===== config.mk =====
export PLATFORM = sky130hd
export DESIGN_NAME = hpm_event_tap
export DESIGN_NICKNAME = d
export VERILOG_FILES = /design/src/rtl/hpm_event_tap.sv
export SDC_FILE = /design/constraint.sdc
export NUM_CORES = 1
export LEC_CHECK = 0
export BUFFER_PORTS_ARGS = -buffer_cell sky130_fd_sc_hd__buf_4
export CORE_MARGIN = 2
export CORE_UTILIZATION = 46
export CTS_CLUSTER_SIZE = 30
export DETAILED_ROUTE_END_ITERATION = 7
export GPL_TIMING_DRIVEN = 0
export PLACE_DENSITY = 0.85
export SLEW_MARGIN = 20
export SYNTH_ARGS = -nofsm -noshare
export SYNTH_HDL_FRONTEND = slang
export SYNTH_SLANG_ARGS = --single-unit

===== constraint.sdc =====
create_clock -name clk -period 2.35 [get_ports clk]
set_input_delay 0.47 -clock clk [delete_from_list [all_inputs] [get_ports clk]]
set_output_delay 0.47 -clock clk [all_outputs]
set_load 0.1 [all_outputs]

===== src/rtl/hpm_event_tap.sv =====
// Front end of the HPM counter peripheral: turns bus handshakes and retire
// strobes into single-cycle event pulses, tracking reads in order until they return.
module hpm_event_tap #(
  parameter int                 ADDR_W      = 32,
  parameter int                 MAX_OUTST   = 4,
  parameter logic [ADDR_W-1:0]  FILTER_BASE = '0,
  parameter logic [ADDR_W-1:0]  FILTER_MASK = '0
) (
  input  logic                           clk,
  input  logic                           rst,
  input  logic                           filter_en,
  input  logic                           err_clr,
  input  logic                           bus_req_valid,
  input  logic                           bus_req_ready,
  input  logic                           bus_req_we,
  input  logic [ADDR_W-1:0]              bus_req_addr,
  input  logic                           bus_rsp_valid,
  input  logic                           ret_valid,
  output logic                           cpu_retired_inst,
  output logic                           cpu_mem_rd,
  output logic                           cpu_mem_wr,
  output logic [$clog2(MAX_OUTST+1)-1:0] outst_cnt,
  output logic                           err_sticky
);

  localparam int CNT_W = $clog2(MAX_OUTST + 1);
  localparam int PTR_W = (MAX_OUTST > 1) ? $clog2(MAX_OUTST) : 1;
  localparam logic [PTR_W-1:0] PTR_LAST = PTR_W'(MAX_OUTST - 1);
  localparam logic [CNT_W-1:0] CNT_FULL = CNT_W'(MAX_OUTST);

  // Handshake: a request transfers on any rising edge where bus_req_valid and
  // bus_req_ready are both high; bus_rsp_valid is a one-cycle, in-order read return.
  typedef enum logic [1:0] {
    TRK_EMPTY = 2'd0,
    TRK_BUSY  = 2'd1,
    TRK_FULL  = 2'd2
  } trk_state_e;

  trk_state_e       trk_state, trk_state_next;
  logic [CNT_W-1:0] cnt_next;
  logic [PTR_W-1:0] wr_ptr, rd_ptr;
  logic             tag_mem [MAX_OUTST];

  logic accept, rd_acc, wr_acc, match;
  logic push, pop, overflow, underflow;

  assign accept = bus_req_valid & bus_req_ready;
  assign rd_acc = accept & ~bus_req_we;
  assign wr_acc = accept & bus_req_we;
  assign match  = ~filter_en | ((bus_req_addr & FILTER_MASK) == (FILTER_BASE & FILTER_MASK));

  always_comb begin
    pop            = 1'b0;
    push           = 1'b0;
    overflow       = 1'b0;
    underflow      = 1'b0;
    cnt_next       = outst_cnt;
    trk_state_next = trk_state;

    pop       = bus_rsp_valid & (trk_state != TRK_EMPTY);
    underflow = bus_rsp_valid & (trk_state == TRK_EMPTY);
    // A full tracker can still take a read if the head retires in the same cycle.
    push      = rd_acc & ((trk_state != TRK_FULL) | pop);
    overflow  = rd_acc & (trk_state == TRK_FULL) & ~pop;

    if (push && !pop)      cnt_next = outst_cnt + CNT_W'(1);
    else if (pop && !push) cnt_next = outst_cnt - CNT_W'(1);

    if (cnt_next == '0)           trk_state_next = TRK_EMPTY;
    else if (cnt_next == CNT_FULL) trk_state_next = TRK_FULL;
    else                           trk_state_next = TRK_BUSY;
  end

  always_ff @(posedge clk or posedge rst) begin
    if (rst) begin
      trk_state <= TRK_EMPTY;
      outst_cnt <= '0;
    end else begin
      trk_state <= trk_state_next;
      outst_cnt <= cnt_next;
    end
  end

  always_ff @(posedge clk or posedge rst) begin
    if (rst) begin
      wr_ptr <= '0;
      rd_ptr <= '0;
      for (int i = 0; i < MAX_OUTST; i++) tag_mem[i] <= 1'b0;
    end else begin
      if (push) begin
        tag_mem[wr_ptr] <= match;
        wr_ptr          <= (wr_ptr == PTR_LAST) ? '0 : wr_ptr + PTR_W'(1);
      end
      if (pop) rd_ptr <= (rd_ptr == PTR_LAST) ? '0 : rd_ptr + PTR_W'(1);
    end
  end

  // The head tag is read before the edge, so a push into the same slot when full is safe.
  always_ff @(posedge clk or posedge rst) begin
    if (rst) begin
      cpu_retired_inst <= 1'b0;
      cpu_mem_rd       <= 1'b0;
      cpu_mem_wr       <= 1'b0;
      err_sticky       <= 1'b0;
    end else begin
      cpu_retired_inst <= ret_valid;
      cpu_mem_rd       <= pop & tag_mem[rd_ptr];
      cpu_mem_wr       <= wr_acc & match;
      if (overflow || underflow) err_sticky <= 1'b1;
      else if (err_clr)          err_sticky <= 1'b0;
    end
  end

endmodule


# [Yosys cells after proc, flatten, opt, wreduce, memory -nomap -nowiden]
# Cells that the tools add are included.
[word_totals] out_inout_bits=7 word_cells=62 in_bits=41 reg_bits=17
[op_classes] n_lt_le_gt_ge=3 n_addsub=4 muxes=13 eq_ne=5 n_reduce_logical=10 n_bitwise=15
[ops] cell="$and A1 B1 Y1" count=9
[ops] cell="$mux W2" count=4
[ops] cell="$eq A2 B2 Y1 const B" count=3
[ops] cell="$ge A3 B3 Y1 const B" count=2
[ops] cell="$mux W3" count=2
[ops] cell="$not A2 Y3" count=2
[ops] cell="$mux W1" count=5
[ops] cell="$add A2 B1 Y2 const B" count=2
[ops] cell="$or A4 B4 Y4" count=1
[ops] cell="$reduce_bool A2 Y1" count=2
[ops] cell="$add A3 B1 Y3 const B" count=1
[ops] cell="$eq A3 B3 Y1 const B" count=1
[ops] cell="$logic_and A1 B1 Y1" count=3
[ops] cell="$logic_not A3 Y1" count=1
[ops] cell="$lt A3 B1 Y1 const B" count=1
[ops] cell="$sub A3 B1 Y3 const B" count=1
[ops] cell="$bmux W1 S2" count=1
[ops] cell="$demux W1 S2" count=1
[ops] cell="$logic_not A1 Y1" count=2
[ops] cell="$logic_not A2 Y1" count=1
[ops] cell="$ne A2 B2 Y1 const B" count=1
[ops] cell="$not A1 Y1" count=2
[ops] cell="$logic_or A1 B1 Y1" count=1
[ops] cell="$or A1 B1 Y1" count=1

# [Logic depth before layout (Yosys ltp)]
[logic_depth] ltp_word=11 mapped_depth=6 depth_no_buf=6

# [Least setup slack after synthesis]
# No wires, ideal clock.
[synth_timing] path_type="register to register" from="register outst_cnt[0]" to="register trk_state[1]" t_arrival_ns=2.082 n_path_buf=0 setup_ns=0.080 path_stages_with_launch=6 synth_period_minus_slack_ns=2.162 path_slack_ns=0.188 cell_sequence="dfrtp_1 inv_1 ha_1 nor4b_1 a311oi_2 nor3_2"
[synth_between] elab_chain_cells=6 word_cells_on_any_way=8
[synth_rtl] item="start, declared" line="22" text="output logic [$clog2(MAX_OUTST+1)-1:0] outst_cnt,"
[synth_rtl] item="start signal, assigned" line="80" text="outst_cnt <= cnt_next;"
[synth_rtl] item="$sub A3 B1 Y3" line="67" text="else if (pop && !push) cnt_next = outst_cnt - CNT_W'(1);"
[synth_rtl] item="$mux W3" line="67"
[synth_rtl] item="$mux W3 *" line="66" text="if (push && !pop) cnt_next = outst_cnt + CNT_W'(1);"
[synth_rtl] item="$eq A3 B3 Y1" line="70" text="else if (cnt_next == CNT_FULL) trk_state_next = TRK_FULL;"
[synth_rtl] item="$mux W2" line="70"
[synth_rtl] item="$mux W2 *" line="69" text="if (cnt_next == '0) trk_state_next = TRK_EMPTY;"
[synth_rtl] item="via trk_state_next[1]" line="39" text="trk_state_e trk_state, trk_state_next;"
[synth_rtl] item="end signal, assigned" line="79" text="trk_state <= trk_state_next;"
[synth_rtl] item="end, declared" line="39"
# The timed path passes the listed nets; every way through them passes the cells marked *.
# A chain may end at the register's enable or synchronous reset.

# [Worst setup path in the final report]
# Ends and elaborated chain as after synthesis.

==> impl_metrics.yaml <==
die:
  design.die.area_um2: 2190
  pin_count: 48
  initial_core_util_pct: 48.9
  core_um2: 1730
  die_h_um: 46.9
  die_w_um: 46.9
  rows: 15
routing:
  drc: 0
  route.vias.total: 606
  drt_iter0_drc: 11
  routed_wl_mm: 1.44
  ant_nets: 0
  firstDrtPassIters: 4
  wl_per_cell_um: 12.3
  vias_per_cell: 5.18
sta:
  relSlewSlack_pct: 58.1
  report.final.slew_viol_count: 0
  setup_violations: 0
  whs_ns: 0.248
  rsz0062_at_grt: "false"
  hold_viol_final: 0
  fmax_mhz: 630
  fin_crit_sh_pct: 67.5
  period_needed_ns: 1.59
  worstMarginPinSlew_ns: 0.628
  finalSetupTns_ns: 0
  skew_ns: 0.00157
yosys:
  async_flop_share_pct: 100
  yosys-top-cells-area: "dfrtp_1 50%, ha_1 10%, a21o_1 3.6%"
  synth_top_family_by_area: "simple AND/OR/NAND/NOR gates"
  netlist_area_um2: 845
  ys_warn_count: 0
  muxShareOfSynthArea_pct: 6.67
  synth_compound_gate_area_share_pct: 13.0
  yosysTopAreaCellShare_pct: 50.4
  synth_nets: 122
  synth_area_leader_cell: "dfrtp_1"
  ys_ff_latch: 17
  syn_inst: 74
  avgSynthCellArea_um2: 11.4
  synth_cell_type_count: 27
  synthFlopType: "dfrtp_1"
  synthAdderAreaFrac_pct: 10.4
  synth-seq-area-share_pct: 50.4
  synth_simple_gate_area_share_pct: 15.9
  synth-edff-count: 0
  synth-xor-area-share_pct: 1.04
grt:
  grt_pass1_wl_mm: 2.28
  grt_antenna_before_repair: 0
  track_usage_pct: 15.5
  grt_pass1_vias: 537
  grt_max_degree: 18
  gr-total-overflow: 0
final_layout:
  fillers: 140
  syn_to_final_growth_pct: 19.3
  antenna_cells: 0
  fin_nets: 141
  drive_above_1_share_pct: 27.2
  finalCoreUtilization_pct: 58.3
hold_path:
  hp-class: "in -> async"
status:
  status: "finished clean"
placement:
  portBuffers: 14
  dp_hpwl_mm: 1.09
  routabilityCongestion: 0.721
power_and_ir_drop:
  power_uw: 1420
  powerDensity_nw_per_um2: 1410
  p_leak_uw: 0.000492
  vdd_ir_drop_max_v: 0.000675
clock_tree:
  cts_resized: 0
  htree_levels: 1
  cts_tree: "yes"
  post_cts_buffers: 0
  cts_buffers: 3
  clockBufferDepth: 2
  root_buffer: "clkbuf_4"
  clkLatencyLatePin_ns: 0.29
  clkSlewWorstSetupHoldPaths_ns: 0.09
  cts_hold_buf: 0
  cts_sinks: 17
worst_setup_path:
  end_kind: "flop"
  crit_type: "reg -> reg"
  path_buf_inv: 1
  crit_slowest_cell: "dfrtp_1"
  crit_family: "simple AND/OR/NAND/NOR gates"
  cp_max_fo: 5
  worstPathCellList: "inv_1 -> ha_1 -> nor4b_1 -> a311oi_2 -> nor3_2"
  startpoint_type: "flop"
  slowest_delay_ns: 0.44
  crit_arrival_ns: 1.81
  cp.required_ns: 2.57
job:
  drv_cap: 0
-- per-stage QoR --
stage	std cells	instance area, um^2	setup WS, ns
after floorplan	74	845	0.188
after global placement	113	981	0.754
after detailed placement	113	981	0.702
after CTS	117	1010	0.782
after global routing	117	1010	0.654
final	117	1010	0.763
-- report_power, final --
part           internal, uW  leakage [uW]  switching (uW)
Combinational           247      0.000279             508
Clock                  66.2     0.0000150            91.8
Sequential              411      0.000198             101
Total                   724      0.000492             700
-- cell type report --
| cell class | count | area, um^2 | share of cell area [%] |
|---|---|---|---|
| Sequential cell | 17 | 425 | 42.2 |
| Tap cell | 25 | 31.3 | 3.11 |
| Clock buffer | 4 | 26.3 | 2.61 |
| Timing Repair Buffer | 14 | 105 | 10.4 |
| Multi-Input combinational cell | 51 | 397 | 39.4 |
| Inverter | 6 | 22.5 | 2.24 |
-- cells by family after synthesis --
kind of cell,after synthesis
buffers and inverters,6
and+or+nand+nor,24
xor gates and xnor gates,1
muxes,4
DFF,17
adders and majority gates,7
AOI/OAI and AO/OA,15
-- flip-flops by register name, summed over array words and instances (netlist names) --
register / flops
wr_ptr: 2
cpu_retired_inst: 1
tag_mem: 4
cpu_mem_wr: 1
err_sticky: 1
trk_state: 2
cpu_mem_rd: 1
rd_ptr: 2
outst_cnt: 3
-- layer usage --
layer / vias to the layer above / wire length [um] / GRT usage [%] / share of wire (%)
met4: 0 / 50 / 11.7 / 3.5
met5: - / 0 / 0 / 0
met3: 5 / 62 / 3.85 / 4.3
met2: 16 / 675 / 21.9 / 47
met1: 286 / 652 / 20.4 / 45
li1: 299 / - / - / -
-- cell usage after synthesis, types with 2 or more instances --
library cell	instances
dfrtp_1	17
ha_1	7
nand2_1	7
inv_1	6
a21o_1	4
nor2_1	4
nand3_1	3
o21ai_0	3
a21oi_1	2
and3b_1	2
mux2i_1	2
nor3_1	2
-- worst reg2reg max path, delay by kind of cell (launching register included) --
kind / cells / cell delay (ns)
AO/OA/AOI/OAI: 1 / 0.09
adder cells (fa/ha/maj): 1 / 0.37
buffers and inverters: 1 / 0.11
flip-flops: 1 / 0.44
AND/OR/NAND/NOR: 2 / 0.51
-- worst paths after layout --
check	start	end	slack, ns	cells after the start
hold reg to reg	tag_mem[0]$_DFFE_PP0N_	tag_mem[0]$_DFFE_PP0N_	0.46	1
min in group clk	ret_valid	cpu_retired_inst$_DFF_PP0_	0.28	1
max in group asynchronous	rst	cpu_mem_rd$_DFF_PP0_	1.70	2
setup / recovery	outst_cnt[0]$_DFF_PP0_	trk_state[1]$_DFF_PP0_	0.76	5
hold / removal	rst	cpu_retired_inst$_DFF_PP0_	0.25	2
setup reg to reg	outst_cnt[0]$_DFF_PP0_	trk_state[1]$_DFF_PP0_	0.76	5
-- layout by cell type (no fill, tap or decap), drive strengths merged --
cell	synthesis	layout
and3b	2	2
o22ai	1	1
mux4	1	1
nand3b	1	1
nand3	3	3
nor3	3	3
ha	7	7
a21o	5	5
o21a	1	1
dfrtp	17	17
nand2	7	7
a21oi	2	2
inv	6	6
and2	1	1
nor3b	1	1
nor4b	1	1
clkbuf	0	4
buf	0	14
a311oi	1	1
a21boi	1	1
mux2i	3	3
xnor2	1	1
and3	1	1
a31o	1	1
nor2	4	4
o21ai	3	3
Note: power is estimated with default switching activity, not from simulation.
